$ cat config.mk
export PLATFORM = sky130hd
export DESIGN_NAME = cordic_rr_sched
export DESIGN_NICKNAME = d
export VERILOG_FILES = /design/src/rtl/cordic_pkg.sv /design/src/rtl/cordic_stage.sv /design/src/rtl/cordic_rr_sched.sv
export SDC_FILE = /design/constraint.sdc
export NUM_CORES = 1
export LEC_CHECK = 0
export BUFFER_PORTS_ARGS = -buffer_cell sky130_fd_sc_hd__buf_4
export CAP_MARGIN = 15
export CORE_MARGIN = 2
export CORE_UTILIZATION = 35
export DETAILED_ROUTE_END_ITERATION = 8
export PLACE_DENSITY = 0.51
export RECOVER_POWER = 25
export SYNTH_ARGS = -nofsm -noshare
export SYNTH_HDL_FRONTEND = slang
export SYNTH_SLANG_ARGS = --single-unit
$ cat constraint.sdc
create_clock -name clk -period 6.1 [get_ports clk]
set_clock_uncertainty 0.05 [all_clocks]
set_input_delay 1.22 -clock clk [delete_from_list [all_inputs] [get_ports clk]]
set_output_delay 1.22 -clock clk [all_outputs]
set_load 0.005 [all_outputs]
$ cat src/rtl/cordic_pkg.sv
// Shared types and constants for the time-shared CORDIC cosine scheduler:
// gain, arctangent table, angle/result types and the sequencer state encoding.
package cordic_pkg;

    localparam int CORDIC_WIDTH = 23;

    typedef logic signed [CORDIC_WIDTH-1:0] theta_t;
    typedef logic [CORDIC_WIDTH-2:0]        cos_t;

    // Pre-scales x so the rotation gain cancels and x ends at cos(theta).
    localparam theta_t K_GAIN = 23'h136E9D;

    localparam logic REQ_A = 1'b0;
    localparam logic REQ_B = 1'b1;

    typedef enum logic [1:0] {
        ST_IDLE = 2'd0,
        ST_ITER = 2'd1,
        ST_DONE = 2'd2
    } state_t;

    // atan(2^-idx) in unsigned Q1.21; entries beyond idx 7 are plain halvings.
    function automatic cos_t atan_lut(input logic [3:0] idx);
        cos_t val;
        case (idx)
            4'd0:    val = 22'h1921FB;
            4'd1:    val = 22'h0ED634;
            4'd2:    val = 22'h07D6DD;
            4'd3:    val = 22'h03FAB7;
            4'd4:    val = 22'h01FF56;
            4'd5:    val = 22'h00FFEB;
            4'd6:    val = 22'h007FFD;
            4'd7:    val = 22'h004000;
            4'd8:    val = 22'h002000;
            4'd9:    val = 22'h001000;
            4'd10:   val = 22'h000800;
            4'd11:   val = 22'h000400;
            4'd12:   val = 22'h000200;
            4'd13:   val = 22'h000100;
            4'd14:   val = 22'h000080;
            default: val = 22'h000040;
        endcase
        return val;
    endfunction

endpackage

$ cat src/rtl/cordic_stage.sv
// One CORDIC rotation-mode micro-rotation; purely combinational, the
// scheduler owns every register around it.
module cordic_stage
    import cordic_pkg::*;
#(
    parameter int WIDTH = 23
) (
    input  logic signed [WIDTH-1:0] x,
    input  logic signed [WIDTH-1:0] y,
    input  logic signed [WIDTH-1:0] z,
    input  logic        [3:0]       shift,
    input  logic        [WIDTH-1:0] atan,
    output logic signed [WIDTH-1:0] x_next,
    output logic signed [WIDTH-1:0] y_next,
    output logic signed [WIDTH-1:0] z_next
);

    logic                    dir_s;
    logic signed [WIDTH-1:0] x_sh_s;
    logic signed [WIDTH-1:0] y_sh_s;

    // Rotate toward zero residual angle; all sums wrap at WIDTH bits.
    always_comb begin
        dir_s  = z[WIDTH-1];
        x_sh_s = x >>> shift;
        y_sh_s = y >>> shift;
        if (dir_s) begin
            x_next = x + y_sh_s;
            y_next = y - x_sh_s;
            z_next = z + $signed(atan);
        end else begin
            x_next = x - y_sh_s;
            y_next = y + x_sh_s;
            z_next = z - $signed(atan);
        end
    end

endmodule

$ cat src/rtl/cordic_rr_sched.sv
// Round-robin scheduler that time-shares one iterative CORDIC stage between
// two angle requesters and returns tagged cosine results.
module cordic_rr_sched
    import cordic_pkg::*;
#(
    parameter int FRACS      = 21,
    parameter int INTS       = 1,
    parameter int WIDTH      = INTS + FRACS + 1,
    parameter int ITERATIONS = 15
) (
    input  logic             clk,
    input  logic             reset,
    input  logic             a_valid,
    output logic             a_ready,
    input  logic [WIDTH-1:0] a_theta,
    input  logic             b_valid,
    output logic             b_ready,
    input  logic [WIDTH-1:0] b_theta,
    output logic             out_valid,
    input  logic             out_ready,
    output logic [WIDTH-2:0] out_cos,
    output logic             out_tag
);

    state_t                  state_r;
    state_t                  state_s;
    logic signed [WIDTH-1:0] x_r;
    logic signed [WIDTH-1:0] y_r;
    logic signed [WIDTH-1:0] z_r;
    logic signed [WIDTH-1:0] x_s;
    logic signed [WIDTH-1:0] y_s;
    logic signed [WIDTH-1:0] z_s;
    logic        [3:0]       iter_r;
    logic                    tag_r;
    logic                    last_r;
    logic                    out_valid_r;
    logic        [WIDTH-2:0] out_cos_r;
    logic                    out_tag_r;
    logic                    grant_a_s;
    logic                    grant_b_s;
    logic                    last_iter_s;

    assign last_iter_s = (iter_r == 4'(ITERATIONS - 1));
    assign a_ready     = grant_a_s;
    assign b_ready     = grant_b_s;
    assign out_valid   = out_valid_r;
    assign out_cos     = out_cos_r;
    assign out_tag     = out_tag_r;

    cordic_stage #(
        .WIDTH (WIDTH)
    ) u_stage (
        .x      (x_r),
        .y      (y_r),
        .z      (z_r),
        .shift  (iter_r),
        .atan   (WIDTH'(atan_lut(iter_r))),
        .x_next (x_s),
        .y_next (y_s),
        .z_next (z_s)
    );

    // Grant: a lone requester wins; on contention the one not served last wins.
    always_comb begin
        grant_a_s = 1'b0;
        grant_b_s = 1'b0;
        if (!reset && state_r == ST_IDLE) begin
            grant_a_s = a_valid && (!b_valid || last_r == REQ_B);
            grant_b_s = b_valid && (!a_valid || last_r == REQ_A);
        end else begin
            grant_a_s = 1'b0;
            grant_b_s = 1'b0;
        end
    end

    // Sequencer next-state logic.
    always_comb begin
        state_s = state_r;
        case (state_r)
            ST_IDLE: begin
                if (grant_a_s || grant_b_s) state_s = ST_ITER;
                else                        state_s = ST_IDLE;
            end
            ST_ITER: begin
                if (last_iter_s) state_s = ST_DONE;
                else             state_s = ST_ITER;
            end
            ST_DONE: begin
                if (out_ready) state_s = ST_IDLE;
                else           state_s = ST_DONE;
            end
            default: state_s = ST_IDLE;
        endcase
    end

    // Sequencer state register.
    always_ff @(posedge clk) begin
        if (reset) state_r <= ST_IDLE;
        else       state_r <= state_s;
    end

    // Datapath, arbitration history and result registers.
    always_ff @(posedge clk) begin
        if (reset) begin
            x_r         <= '0;
            y_r         <= '0;
            z_r         <= '0;
            iter_r      <= 4'd0;
            tag_r       <= REQ_A;
            last_r      <= REQ_B;
            out_valid_r <= 1'b0;
            out_cos_r   <= '0;
            out_tag_r   <= 1'b0;
        end else begin
            case (state_r)
                ST_IDLE: begin
                    if (grant_a_s || grant_b_s) begin
                        x_r    <= WIDTH'(K_GAIN);
                        y_r    <= '0;
                        z_r    <= grant_b_s ? $signed(b_theta) : $signed(a_theta);
                        tag_r  <= grant_b_s;
                        iter_r <= 4'd0;
                    end
                end
                ST_ITER: begin
                    x_r    <= x_s;
                    y_r    <= y_s;
                    z_r    <= z_s;
                    iter_r <= iter_r + 4'd1;
                    if (last_iter_s) begin
                        out_valid_r <= 1'b1;
                        out_cos_r   <= x_s[WIDTH-2:0];
                        out_tag_r   <= tag_r;
                    end
                end
                ST_DONE: begin
                    if (out_ready) begin
                        out_valid_r <= 1'b0;
                        last_r      <= out_tag_r;
                    end
                end
                default: out_valid_r <= 1'b0;
            endcase
        end
    end

endmodule

==> results of run 1 <==
-- how the worst max path moves through the flow --
stage / from / to / slack [ns] / cells after the start
2_1_floorplan: iter_r[3]$_SDFFE_PP0N_ / y_r[22]$_SDFFE_PP0N_ / 1.10 / 26
3_3_place_gp: iter_r[1]$_SDFFE_PP0N_ / y_r[22]$_SDFFE_PP0N_ / 0.74 / 22
6_report: iter_r[2]$_SDFFE_PP0N_ / x_r[22]$_SDFFE_PP0N_ / 0.57 / 17
5_1_grt: iter_r[2]$_SDFFE_PP0N_ / x_r[22]$_SDFFE_PP0N_ / 0.13 / 17
4_1_cts: iter_r[1]$_SDFFE_PP0N_ / y_r[22]$_SDFFE_PP0N_ / 0.59 / 22
3_5_place_dp: iter_r[1]$_SDFFE_PP0N_ / y_r[22]$_SDFFE_PP0N_ / 0.61 / 22
-- worst min-delay path, cell delays in order (launching register included) --
cell	delay [ns]
dfxtp_1	0.31
nand2_1	0.05
a21oi_1	0.05
-- per-stage QoR --
stage | hold WS (ns) | worst slack [ns] | power, mW
2_1_floorplan | 0.382 | 1.10 | 4.82
3_3_place_gp | 0.396 | 0.742 | 5.90
3_5_place_dp | 0.397 | 0.612 | 5.89
4_1_cts | 0.405 | 0.590 | 6.91
5_1_grt | 0.424 | 0.130 | 7.53
6_report | 0.403 | 0.573 | 6.92
-- cells by family (layout without fill, tap and decap cells) --
family | Yosys count | count (layout) | share of synthesized area
adder cells (fa/ha/maj) | 85 | 85 | 0.0915
flip-flops | 122 | 122 | 0.206
XOR/XNOR | 114 | 114 | 0.0841
AO/OA/AOI/OAI | 437 | 437 | 0.243
multiplexers | 98 | 98 | 0.125
buffers and inverters | 137 | 179 | 0.0512
AND/OR/NAND/NOR | 514 | 514 | 0.200
-- routing by layer --
metal,GRT usage,vias to the layer above,share of wire
li1,-,5566,-
met1,0.290,5370,0.49
met4,0.0542,0,0.014
met3,0.0373,31,0.058
met2,0.320,321,0.44
met5,0,-,0
-- report_power, final --
part	total (mW)	internal (mW)	switching [mW]
registers	1.28	0.947	0.328
clock network	0.975	0.570	0.404
logic	4.67	2.04	2.63
-- final cells by class --
class	count	area, µm²	share of cell area
multi-input combinational	1248	8830	0.664
sequential	122	2450	0.184
inverter	48	180	0.0135
clock inverter	13	119	0.00893
tap	448	561	0.0421
timing repair buffer	100	726	0.0545
clock buffer	18	439	0.0330
-- sequential cells by signal, summed over array words and instances, names as in the netlist --
register	cells
tag_r	1
out_cos	22
out_tag	1
y_r	23
iter_r	4
z_r	23
u_stage.atan	21
x_r	23
state_r	2
last_r	1
out_valid	1
-- cells in the final DEF (no fill, tap or decap), types with 9 or more instances in the layout --
master	Yosys	final
a21oi_1	151	151
dfxtp_1	122	117
ha_1	82	82
a22oi_1	25	25
nor2_1	149	148
clkbuf_16	0	17
mux2_2	21	21
mux4_2	36	36
a21o_1	20	20
nor3_1	38	38
nand2_1	180	180
mux2i_1	38	38
xor2_1	46	46
o211ai_1	11	11
nand4_1	10	10
o21ai_0	63	63
nand3_1	31	31
clkbuf_4	0	20
xnor2_1	68	68
buf_4	5	73
and3_1	12	12
nor2b_1	15	15
o21a_1	20	20
inv_1	47	47
o21bai_1	9	9
and2_1	14	14
nand2b_1	18	17
o31ai_1	12	12
a311o_1	11	11
o22ai_1	11	11
or3_1	13	13
a31oi_1	16	16
==> key figures, run 1 <==
Run status
  – Status: finished, violations left
  – Failing checks: max-capacitance violations, max-slew violations

Power
  – Pwr dens: around 520 nW/µm²
  – Max VDD drop: approximately 0.00023 V
  – Leakage: about 5.4 nW

Timing
  – Minimum clock period: 5.53 ns
  – Total negative slack: 0 ns
  – FMAX: about 180 MHz
  – Final Setup Violations: 0
  – Worst relative slew slack: -0.485
  – RSZ-0062 raised after global routing: false
  – Final worst path period share: 0.906
  – Max Slew Vio Count: 49
  – Measured slew at the worst slew-check pin: approximately 2.2 ns
  – Final Hold Fails: 0

Logic synthesis
  – Top-area cell type share of the netlist area: 0.206
  – Most frequent cells after synthesis: 180 x nand2_1, 151 x a21oi_1, 149 x nor2_1
  – Top FF cell, synth: dfxtp_1
  – Fraction of registers with async set/reset: 0
  – Cells after Synth: about 1.5k
  – Cell taking the most area after synthesis: dfxtp_1
  – Seq cells post-synth: roughly 120
  – Synth top area cells: dfxtp_1 21%, ha_1 8.6%, mux4_2 6.8%
  – Syn nets: ~1.6k
  – EDFF count, synth: 0
  – Mean Syn Cell Area: 7.88 µm²
  – Yosys cell types: a little under 90
  – Synthesis Warnings: 0
  – Most common cell in the netlist: nand2_1
  – Area of the mapped netlist: 11,900 µm²
  – Sequential share of the synthesized area: 0.206

Routing
  – Total vias in the final route: ~11k
  – Final wirelength: around 36,000 µm
  – Avg WL per Cell: between 15 and 20 µm
  – DRC Markers: 0
  – Post-route antenna net violation count: 0
  – Post-DR vias/cell: around 5.7
  – Drt pass-1 iters: 5
  – Initial drt markers: 753

Clock network
  – Clk slew on worst S/H paths: approximately 0.06 ns
  – Worst-skew pair later-pin latency: between 0.4 and 0.5 ns
  – H-tree levels: 4
  – Post-CTS sizing: 0
  – Post-CTS setup buffer count: 0
  – TritonCTS clock tree: built
  – Total CTS buffers: 17
  – Cts hold-fix bufs: 0
  – CTS Root Cell: clkbuf_16
  – Sink Count: 122
  – CTS max path bufs: 2

Worst hold path
  – HP Class: flip-flop to flip-flop
  – Hold depth: 2
  – Worst hold start: out_cos[6]$_SDFFE_PP0P_
  – Hold Crit Endpoint: out_cos[6]$_SDFFE_PP0P_

Critical path
  – Worst path bufs/invs: 1
  – RR Startpoint: iter_r[2]$_SDFFE_PP0N_
  – Crit-path slowest cell: dfxtp_2
  – Critical path, cell by cell: inv_1 > mux4_2 > nand2_1 > o22ai_1 > nor3b_2 > nand3_1 > and4b_1 > nor2_1 > xnor2_1 > ha_1 > and2_1 > a311o_1 > a2111oi_0 > o31ai_1 > o21a_1 > or3_1 > nand4_1
  – CP Capture Type: flip-flop
  – Crit-path leading delay family: compound AO/OA/AOI/OAI gates
  – Max incr delay on CP: 0.87 ns
  – CP Launch Type: flip-flop
  – Worst r2r dst: x_r[22]$_SDFFE_PP0N_
  – R2R setup slack: approximately 0.57 ns
  – CP Max Fanout: 43
  – WS Path Type: flip-flop to flip-flop
  – Worst EP required: roughly 6.4 ns
  – WP data arrival: between 5 and 6 ns
  – Worst reg2reg path depth: 17

Global route
  – Initial antenna violation count: 0
  – First-pass GRT wire length: 58,100 µm
  – Vias in the first global route: 10.8k
  – Total gr overflow: 0
  – Largest net degree at the start of global routing: 50
  – All-Layer GR Usage: 0.205

Floorplan
  – Ports: 77
  – Die footprint: between 30,000 and 40,000 µm²
  – Starting density of the core: 0.355
  – Die X: around 190 µm
  – Rows: 67
  – Die H: 188 µm
  – Core ar.: about 33,000 µm²

Layout
  – Layout area overhead: 12.1%
  – Fillers: around 3.5k
  – Final cell count without fillers: 1,997
  – Layout cells sized above 1: 0.144
  – Final Cell Area: ~13,000 µm²
  – Core Util, Final: 0.398
  – Diodes inserted: 0
  – Final net count: 1,673

Placement
  – Area after DPL: 12,800 µm²
  – Port-buffer cells: 76
  – Gp weighted congestion: between 0.8 and 0.9
  – Dpl cells: about 2k
  – DPL Wire Length: roughly 27,000 µm

Run
  – Total of max-cap violations: 1
Power figures use the tool's default switching activity.
==> inputs of run 2 (changes only) <==
--- a/config.mk
+++ b/config.mk
@@ -9,6 +9,7 @@
 export CAP_MARGIN = 15
 export CORE_MARGIN = 2
 export CORE_UTILIZATION = 35
+export CTS_BUF_LIST = sky130_fd_sc_hd__clkbuf_8
 export DETAILED_ROUTE_END_ITERATION = 8
 export PLACE_DENSITY = 0.51
 export RECOVER_POWER = 25
==> constraint.sdc (replaced) <==
create_clock -name clk -period 6.8 [get_ports clk]
set_clock_uncertainty 0.05 [all_clocks]
set_input_delay 1.36 -clock clk [delete_from_list [all_inputs] [get_ports clk]]
set_output_delay 1.36 -clock clk [all_outputs]
set_load 0.005 [all_outputs]
==> run 2 against run 1 <==
Net effect:
- utilization fell by 0.53 points
- clock power fell by 21%
- largest power group unchanged
- critical path type unchanged
- final cell count fell by 0.45%
- register-to-register slack improved by 0.43 ns
- sequential power fell by 9%
- total power fell by 12%
- the run still ends with max-capacitance violations, max-slew violations left
- die area did not move
==> key figures, run 2 (same netlist as run 1, synthesis figures left out) <==
Run status
  – Status: finished, violations left
  – Failing checks: max-capacitance violations, max-slew violations

Critical path
  – Critical path, cell by cell: mux4_2 > nand2_1 > a21boi_0 > a21oi_1 > inv_1 > ha_1 > inv_1 > a211oi_2 > a21boi_2 > and3_4 > a21oi_1 > xnor2_1 > ha_1 > a21oi_1 > o21ai_0 > or3_1 > o21ai_0 > o31ai_1 > a31oi_1 > o21ai_0 > xnor2_1 > a22o_1
  – Max incr delay on CP: 0.99 ns (+0.12 ns)
  – Worst path bufs/invs: 2 (+1)
  – CP Capture Type: flip-flop
  – Crit-path leading delay family: compound AO/OA/AOI/OAI gates
  – CP Max Fanout: 70 (+63%)
  – WS Path Type: flip-flop to flip-flop
  – CP Launch Type: flip-flop
  – Crit-path slowest cell: dfxtp_4
  – WP data arrival: 6.12 ns (+0.27 ns)
  – Worst EP required: 7.12 ns (+0.70 ns)

Layout
  – Storage element area: 2450 µm² (unchanged)
  – Top flop regs: x_r: 23 flops, y_r: 23 flops, z_r: 23 flops
  – Final net count: 1,663 (-0.60%)
  – Most common cell after layout, fill and taps aside: nand2_1
  – Layout cells sized above 1: 0.138 (-0.00630)
  – Multi-input gate area: 8830 µm² (unchanged)
  – Diodes inserted: 0 (unchanged)
  – Most frequent cells in the layout: 180 x nand2_1, 151 x a21oi_1, 148 x nor2_1
  – Fillers: 3,508 (+1.0%)
  – Layout area overhead: 10.6%

Timing
  – Total negative slack: 0 ns (unchanged)
  – Final worst path period share: 0.852 (-0.0536)
  – RSZ-0062 raised after global routing: false
  – Max Slew Vio Count: 122 (+150%)
  – Final Hold Fails: 0 (unchanged)
  – Final Setup Violations: 0 (unchanged)
  – FMAX: 173 MHz (-4.7%)
  – Minimum clock period: 5.80 ns (+0.270 ns)
  – Worst relative slew slack: -0.598 (-0.113)
  – Measured slew at the worst slew-check pin: 2.40 ns (+0.170 ns)

Placement
  – Gp weighted congestion: 0.873 (-2.1%)
  – DPL Wire Length: 26,900 µm (-0.85%)
  – Port-buffer cells: 76 (unchanged)

Power
  – Sw Share: 0.496 (+0.00969)
  – Max VDD drop: 0.000228 V (-2.5%)
  – Pwr dens: 465 nW/µm² (-11%)
  – Total power: 6.10 mW (-12%)
  – Clock group share of total power: 0.126 (-0.015)
  – Sequential share of power: 0.192 (+0.008)
  – Leakage: 5.29 nW (-1.8%)
  – Cell-internal power: 3.08 mW (-14%)
  – Comb pwr share: 0.682 (+0.007)
  – P_sw: 3.02 mW (-10%)

Floorplan
  – Ports: 77 (unchanged)
  – Core ar.: 33,400 µm² (unchanged)
  – Starting density of the core: 0.355 (unchanged)
  – Die X: 188 µm (unchanged)
  – Die footprint: 35,400 µm² (unchanged)
  – Die H: 188 µm (unchanged)
  – Rows: 67 (unchanged)

Routing
  – Post-DR vias/cell: 5.62 (-0.54%)
  – Total vias in the final route: 11.2k (-0.99%)
  – Initial drt markers: 838 (+11%)
  – Avg WL per Cell: 18.2 µm (about the same)
  – Final wirelength: 36,200 µm (-0.46%)
  – Post-route antenna net violation count: 0 (unchanged)
  – DRC Markers: 0 (unchanged)
  – Drt pass-1 iters: 5 (unchanged)

Clock network
  – TritonCTS clock tree: built
  – Cts hold-fix bufs: 0 (unchanged)
  – Total CTS buffers: 17 (unchanged)
  – CTS max path bufs: 2 (unchanged)
  – H-tree levels: 4 (unchanged)
  – CTS Root Cell: clkbuf_8
  – Worst-skew pair later-pin latency: 0.49 ns (+0.05 ns)
  – Clk slew on worst S/H paths: 0.08 ns (+0.02 ns)
  – Sink Count: 122 (unchanged)
  – Post-CTS sizing: 0 (unchanged)
  – Post-CTS setup buffer count: 0 (unchanged)

Global route
  – Initial antenna violation count: 0 (unchanged)
  – All-Layer GR Usage: 0.203 (-0.00165)
  – Total gr overflow: 0 (unchanged)
  – Vias in the first global route: 10.4k (-3.2%)
  – First-pass GRT wire length: 57,300 µm (-1.5%)
  – Largest net degree at the start of global routing: 71 (+42%)

Run
  – Total of max-cap violations: 4 (+3)

Worst hold path
  – HP Class: flip-flop to flip-flop
-- run 2: changes by cell type in the layout (fill, tap and decap cells not counted), sizes merged --
cell	previous run	this run
inv	51	54
clkbuf	45	43
clkinv	8	4
buf	73	64
bufinv	1	4
-- run 2: power groups by stage --
stage	Sequential, mW	Combinational, mW	Clock (mW)
after floorplan	0.990	3.33	0
final	1.17	4.16	0.769
after global routing	1.19	4.63	0.822
after CTS	1.16	4.13	0.794
after detailed placement	1.17	4.09	0
after global placement	1.18	4.09	0
-- run 2: final cells by class --
type | count | area share
tap | 448 | 0.0427
clock inverter | 15 | 0.0164
clock buffer | 17 | 0.0178
multi-input combinational | 1248 | 0.673
inverter | 48 | 0.0137
sequential | 122 | 0.187
timing repair buffer | 90 | 0.0500
-- run 2: path summary, 6_finish.rpt --
kind                                         startpoint  slack (ns)                       to  depth (start not counted)
worst max-delay path             iter_r[1]$_SDFFE_PP0N_        1.00     y_r[22]$_SDFFE_PP0N_                         22
worst min register to register  out_cos[6]$_SDFFE_PP0P_        0.41  out_cos[6]$_SDFFE_PP0P_                          2
worst min-delay path            out_cos[6]$_SDFFE_PP0P_        0.41  out_cos[6]$_SDFFE_PP0P_                          2
worst max register to register   iter_r[1]$_SDFFE_PP0N_        1.00     y_r[22]$_SDFFE_PP0N_                         22
-- run 2: metal layers --
metal / GRT usage / wire (µm) / up-vias
met5: 0 / 0 / -
met3: 0.0285 / 1510 / 31
li1: - / - / 5544
met4: 0.0560 / 565 / 0
met2: 0.314 / 15900 / 252
met1: 0.295 / 18200 / 5349
-- run 2: stage by stage --
step,hold WS (ns),setup slack (ns),cells,utilization,instance area [µm²]
after floorplan,0.382,1.80,1507,-,11900
after global placement,0.396,1.12,1956,0.380,12700
after detailed placement,0.400,1.05,1956,0.380,12700
after CTS,0.413,1.02,1988,0.393,13200
after global routing,0.425,0.577,1988,0.393,13100
final,0.407,1.00,1988,0.393,13100
-- run 2: worst min-delay path, cell delays in order (launching register included) --
cell	delay [ns]
dfxtp_1	0.31
nand2_1	0.05
a21oi_1	0.05
==> inputs of run 3 (changes only) <==
--- a/config.mk
+++ b/config.mk
@@ -8,10 +8,9 @@
 export BUFFER_PORTS_ARGS = -buffer_cell sky130_fd_sc_hd__buf_4
 export CAP_MARGIN = 15
 export CORE_MARGIN = 2
-export CORE_UTILIZATION = 35
-export CTS_BUF_LIST = sky130_fd_sc_hd__clkbuf_8
+export CORE_UTILIZATION = 30
 export DETAILED_ROUTE_END_ITERATION = 8
-export PLACE_DENSITY = 0.51
+export PLACE_DENSITY = 0.45
 export RECOVER_POWER = 25
 export SYNTH_ARGS = -nofsm -noshare
 export SYNTH_HDL_FRONTEND = slang
==> run 3 against run 2 <==
Net effect:
- the flow still finishes with violations (max-capacitance violations, max-slew violations)
- via count is 0.45% lower
- global-route usage is 1.7 points lower
- sequential power hardly changed
- flip-flop and latch count stayed put
- combinational power hardly changed
- first-iteration DRC count is 27% lower
- largest power group unchanged
==> key figures, run 3 (same netlist as run 1, synthesis figures left out) <==
Routing
  – DRC Markers: 0 (unchanged)
  – Final wirelength: 37,600 µm (+3.9%)
  – Drt pass-1 iters: 7 (+2)
  – Post-route antenna net violation count: 0 (unchanged)
  – Avg WL per Cell: 18.2 µm (+0.22%)
  – Total vias in the final route: 11.1k (-0.45%)
  – Initial drt markers: 611 (-27%)
  – Post-DR vias/cell: 5.40 (-4.0%)

Critical path
  – Worst path bufs/invs: 2 (unchanged)
  – Crit-path leading delay family: compound AO/OA/AOI/OAI gates
  – Worst r2r dst: y_r[22]$_SDFFE_PP0N_
  – WP data arrival: 6.08 ns (-0.04 ns)
  – R2R setup slack: 1.01 ns (about the same)
  – Critical path, cell by cell: mux4_2 > nand2_1 > a21boi_0 > a21oi_1 > inv_1 > ha_1 > inv_1 > a211oi_2 > a21boi_2 > and3_4 > a21oi_1 > xnor2_1 > ha_1 > a21oi_1 > o21ai_0 > or3_1 > o21ai_0 > o31ai_1 > a31oi_1 > o21ai_0 > xnor2_1 > a22o_1
  – CP Capture Type: flip-flop
  – RR Startpoint: iter_r[1]$_SDFFE_PP0N_
  – Max incr delay on CP: 0.97 ns (-0.02 ns)
  – CP Max Fanout: 70 (unchanged)
  – Crit-path slowest cell: dfxtp_4
  – WS Path Type: flip-flop to flip-flop
  – Worst EP required: 7.08 ns (-0.04 ns)
  – Worst reg2reg path depth: 22 (unchanged)
  – CP Launch Type: flip-flop

Timing
  – Total negative slack: 0 ns (unchanged)
  – Fin Hold WS: 0.407 ns (+0.000169 ns)
  – FMAX: 173 MHz (about the same)
  – RSZ-0062 raised after global routing: false
  – Max Slew Vio Count: 49 (-60%)
  – Minimum clock period: 5.79 ns (-0.00441 ns)
  – Final worst path period share: 0.852 (about the same)
  – Final WS setup: 1.01 ns (+0.00441 ns)
  – Final Hold Fails: 0 (unchanged)
  – Worst relative slew slack: -0.716 (-0.119)
  – Final Setup Violations: 0 (unchanged)
  – Measured slew at the worst slew-check pin: 2.57 ns (+0.178 ns)

Clock network
  – Sink Count: 122 (unchanged)
  – Clk slew on worst S/H paths: 0.06 ns (-0.02 ns)
  – CTS max path bufs: 2 (unchanged)
  – Post-CTS sizing: 0 (unchanged)
  – Worst-skew pair later-pin latency: 0.44 ns (-0.05 ns)
  – Post-CTS setup buffer count: 0 (unchanged)
  – Total CTS buffers: 17 (unchanged)
  – Cts hold-fix bufs: 0 (unchanged)
  – CTS Root Cell: clkbuf_16
  – TritonCTS clock tree: built
  – H-tree levels: 4 (unchanged)

Worst hold path
  – Worst hold start: out_cos[15]$_SDFFE_PP0P_
  – Hold Crit Endpoint: out_cos[15]$_SDFFE_PP0P_
  – HP Class: flip-flop to flip-flop
  – Hold depth: 2 (unchanged)

Placement
  – Dpl cells: 2,028 (+3.7%)
  – Area after DPL: 12,800 µm² (+0.81%)
  – DPL Wire Length: 28,000 µm (+4.1%)
  – Worst slack at placement: 1.04 ns (-0.0174 ns)
  – Gp weighted congestion: 0.873 (about the same)
  – Port-buffer cells: 76 (unchanged)

Floorplan
  – Die X: 203 µm (+7.8%)
  – Die H: 203 µm (+7.8%)
  – Ports: 77 (unchanged)
  – Die footprint: 41,200 µm² (+16%)
  – Core ar.: 38,800 µm² (+16%)
  – Rows: 72 (+7.5%)
  – Starting density of the core: 0.306 (-0.0492)

Global route
  – All-Layer GR Usage: 0.186 (-0.0175)
  – Largest net degree at the start of global routing: 71 (unchanged)
  – Initial antenna violation count: 1 (+1)
  – Vias in the first global route: 11.0k (+5.1%)
  – First-pass GRT wire length: 60,600 µm (+5.8%)
  – Total gr overflow: 0 (unchanged)

Power
  – Total power: 6.22 mW (+1.9%)
  – Leakage: 5.32 nW (+0.67%)
  – Pwr dens: 466 nW/µm² (+0.31%)
  – Max VDD drop: 0.000183 V (-20%)

Layout
  – Layout cells sized above 1: 0.137 (-0.000268)
  – Storage element area: 2450 µm² (unchanged)
  – Most common cell after layout, fill and taps aside: nand2_1
  – Final net count: 1,666 (+0.18%)
  – Final cell count without fillers: 2,061 (+3.7%)
  – Fillers: 4,136 (+18%)
  – Layout area overhead: 12.4%
  – Most frequent cells in the layout: 180 x nand2_1, 151 x a21oi_1, 148 x nor2_1
  – Core Util, Final: 0.344 (-0.0490)
  – Final Cell Area: 13,300 µm² (+1.6%)
  – Top flop regs: x_r: 23 flops, y_r: 23 flops, z_r: 23 flops
  – Multi-input gate area: 8830 µm² (unchanged)
  – Diodes inserted: 0 (unchanged)

Run status
  – Status: finished, violations left
  – Failing checks: max-capacitance violations, max-slew violations

Run
  – Total of max-cap violations: 1 (-3)
==> run 3: per-layer routing <==
metal / vias up / track usage / part of all wire
li1: 5535 / - / -
met1: 5313 / 0.262 / 0.50
met2: 231 / 0.291 / 0.44
met3: 45 / 0.0265 / 0.041
met4: 2 / 0.0594 / 0.019
met5: - / 0 / 0.00029
==> run 3: worst max-delay path by stage <==
stage	depth (start not counted)	start	to	slack, ns
final	22	iter_r[1]$_SDFFE_PP0N_	y_r[22]$_SDFFE_PP0N_	1.01
after global routing	22	iter_r[1]$_SDFFE_PP0N_	y_r[22]$_SDFFE_PP0N_	0.54
after CTS	22	iter_r[1]$_SDFFE_PP0N_	y_r[22]$_SDFFE_PP0N_	0.99
after detailed placement	22	iter_r[1]$_SDFFE_PP0N_	y_r[22]$_SDFFE_PP0N_	1.04
after global placement	22	iter_r[1]$_SDFFE_PP0N_	y_r[22]$_SDFFE_PP0N_	1.11
after floorplan	26	iter_r[3]$_SDFFE_PP0N_	y_r[22]$_SDFFE_PP0N_	1.80
==> run 3: power by group <==
group,internal (mW),total (mW),leakage [nW],switching (mW)
clock,0.523,0.910,0.268,0.387
combinational,1.82,4.13,4.05,2.31
sequential,0.849,1.17,1.00,0.326
==> run 3: area by class of cell <==
| cell class | instances | share of cell area |
|---|---|---|
| clock buffer | 19 | 0.0340 |
| multi-input combinational | 1248 | 0.662 |
| tap | 518 | 0.0486 |
| clock inverter | 13 | 0.00882 |
| inverter | 48 | 0.0135 |
| sequential | 122 | 0.184 |
| timing repair buffer | 93 | 0.0492 |
==> run 3: worst reg2reg max path: stages (launching register included) <==
cell and delay (ns):
dfxtp_4 0.97, mux4_2 0.66, nand2_1 0.10, a21boi_0 0.30, a21oi_1 0.13, inv_1 0.09, ha_1 0.16, inv_1 0.05
a211oi_2 0.17, a21boi_2 0.24, and3_4 0.24, a21oi_1 0.08, xnor2_1 0.14, ha_1 0.33, a21oi_1 0.18, o21ai_0 0.16
or3_1 0.32, o21ai_0 0.30, o31ai_1 0.19, a31oi_1 0.31, o21ai_0 0.17, xnor2_1 0.15, a22o_1 0.19
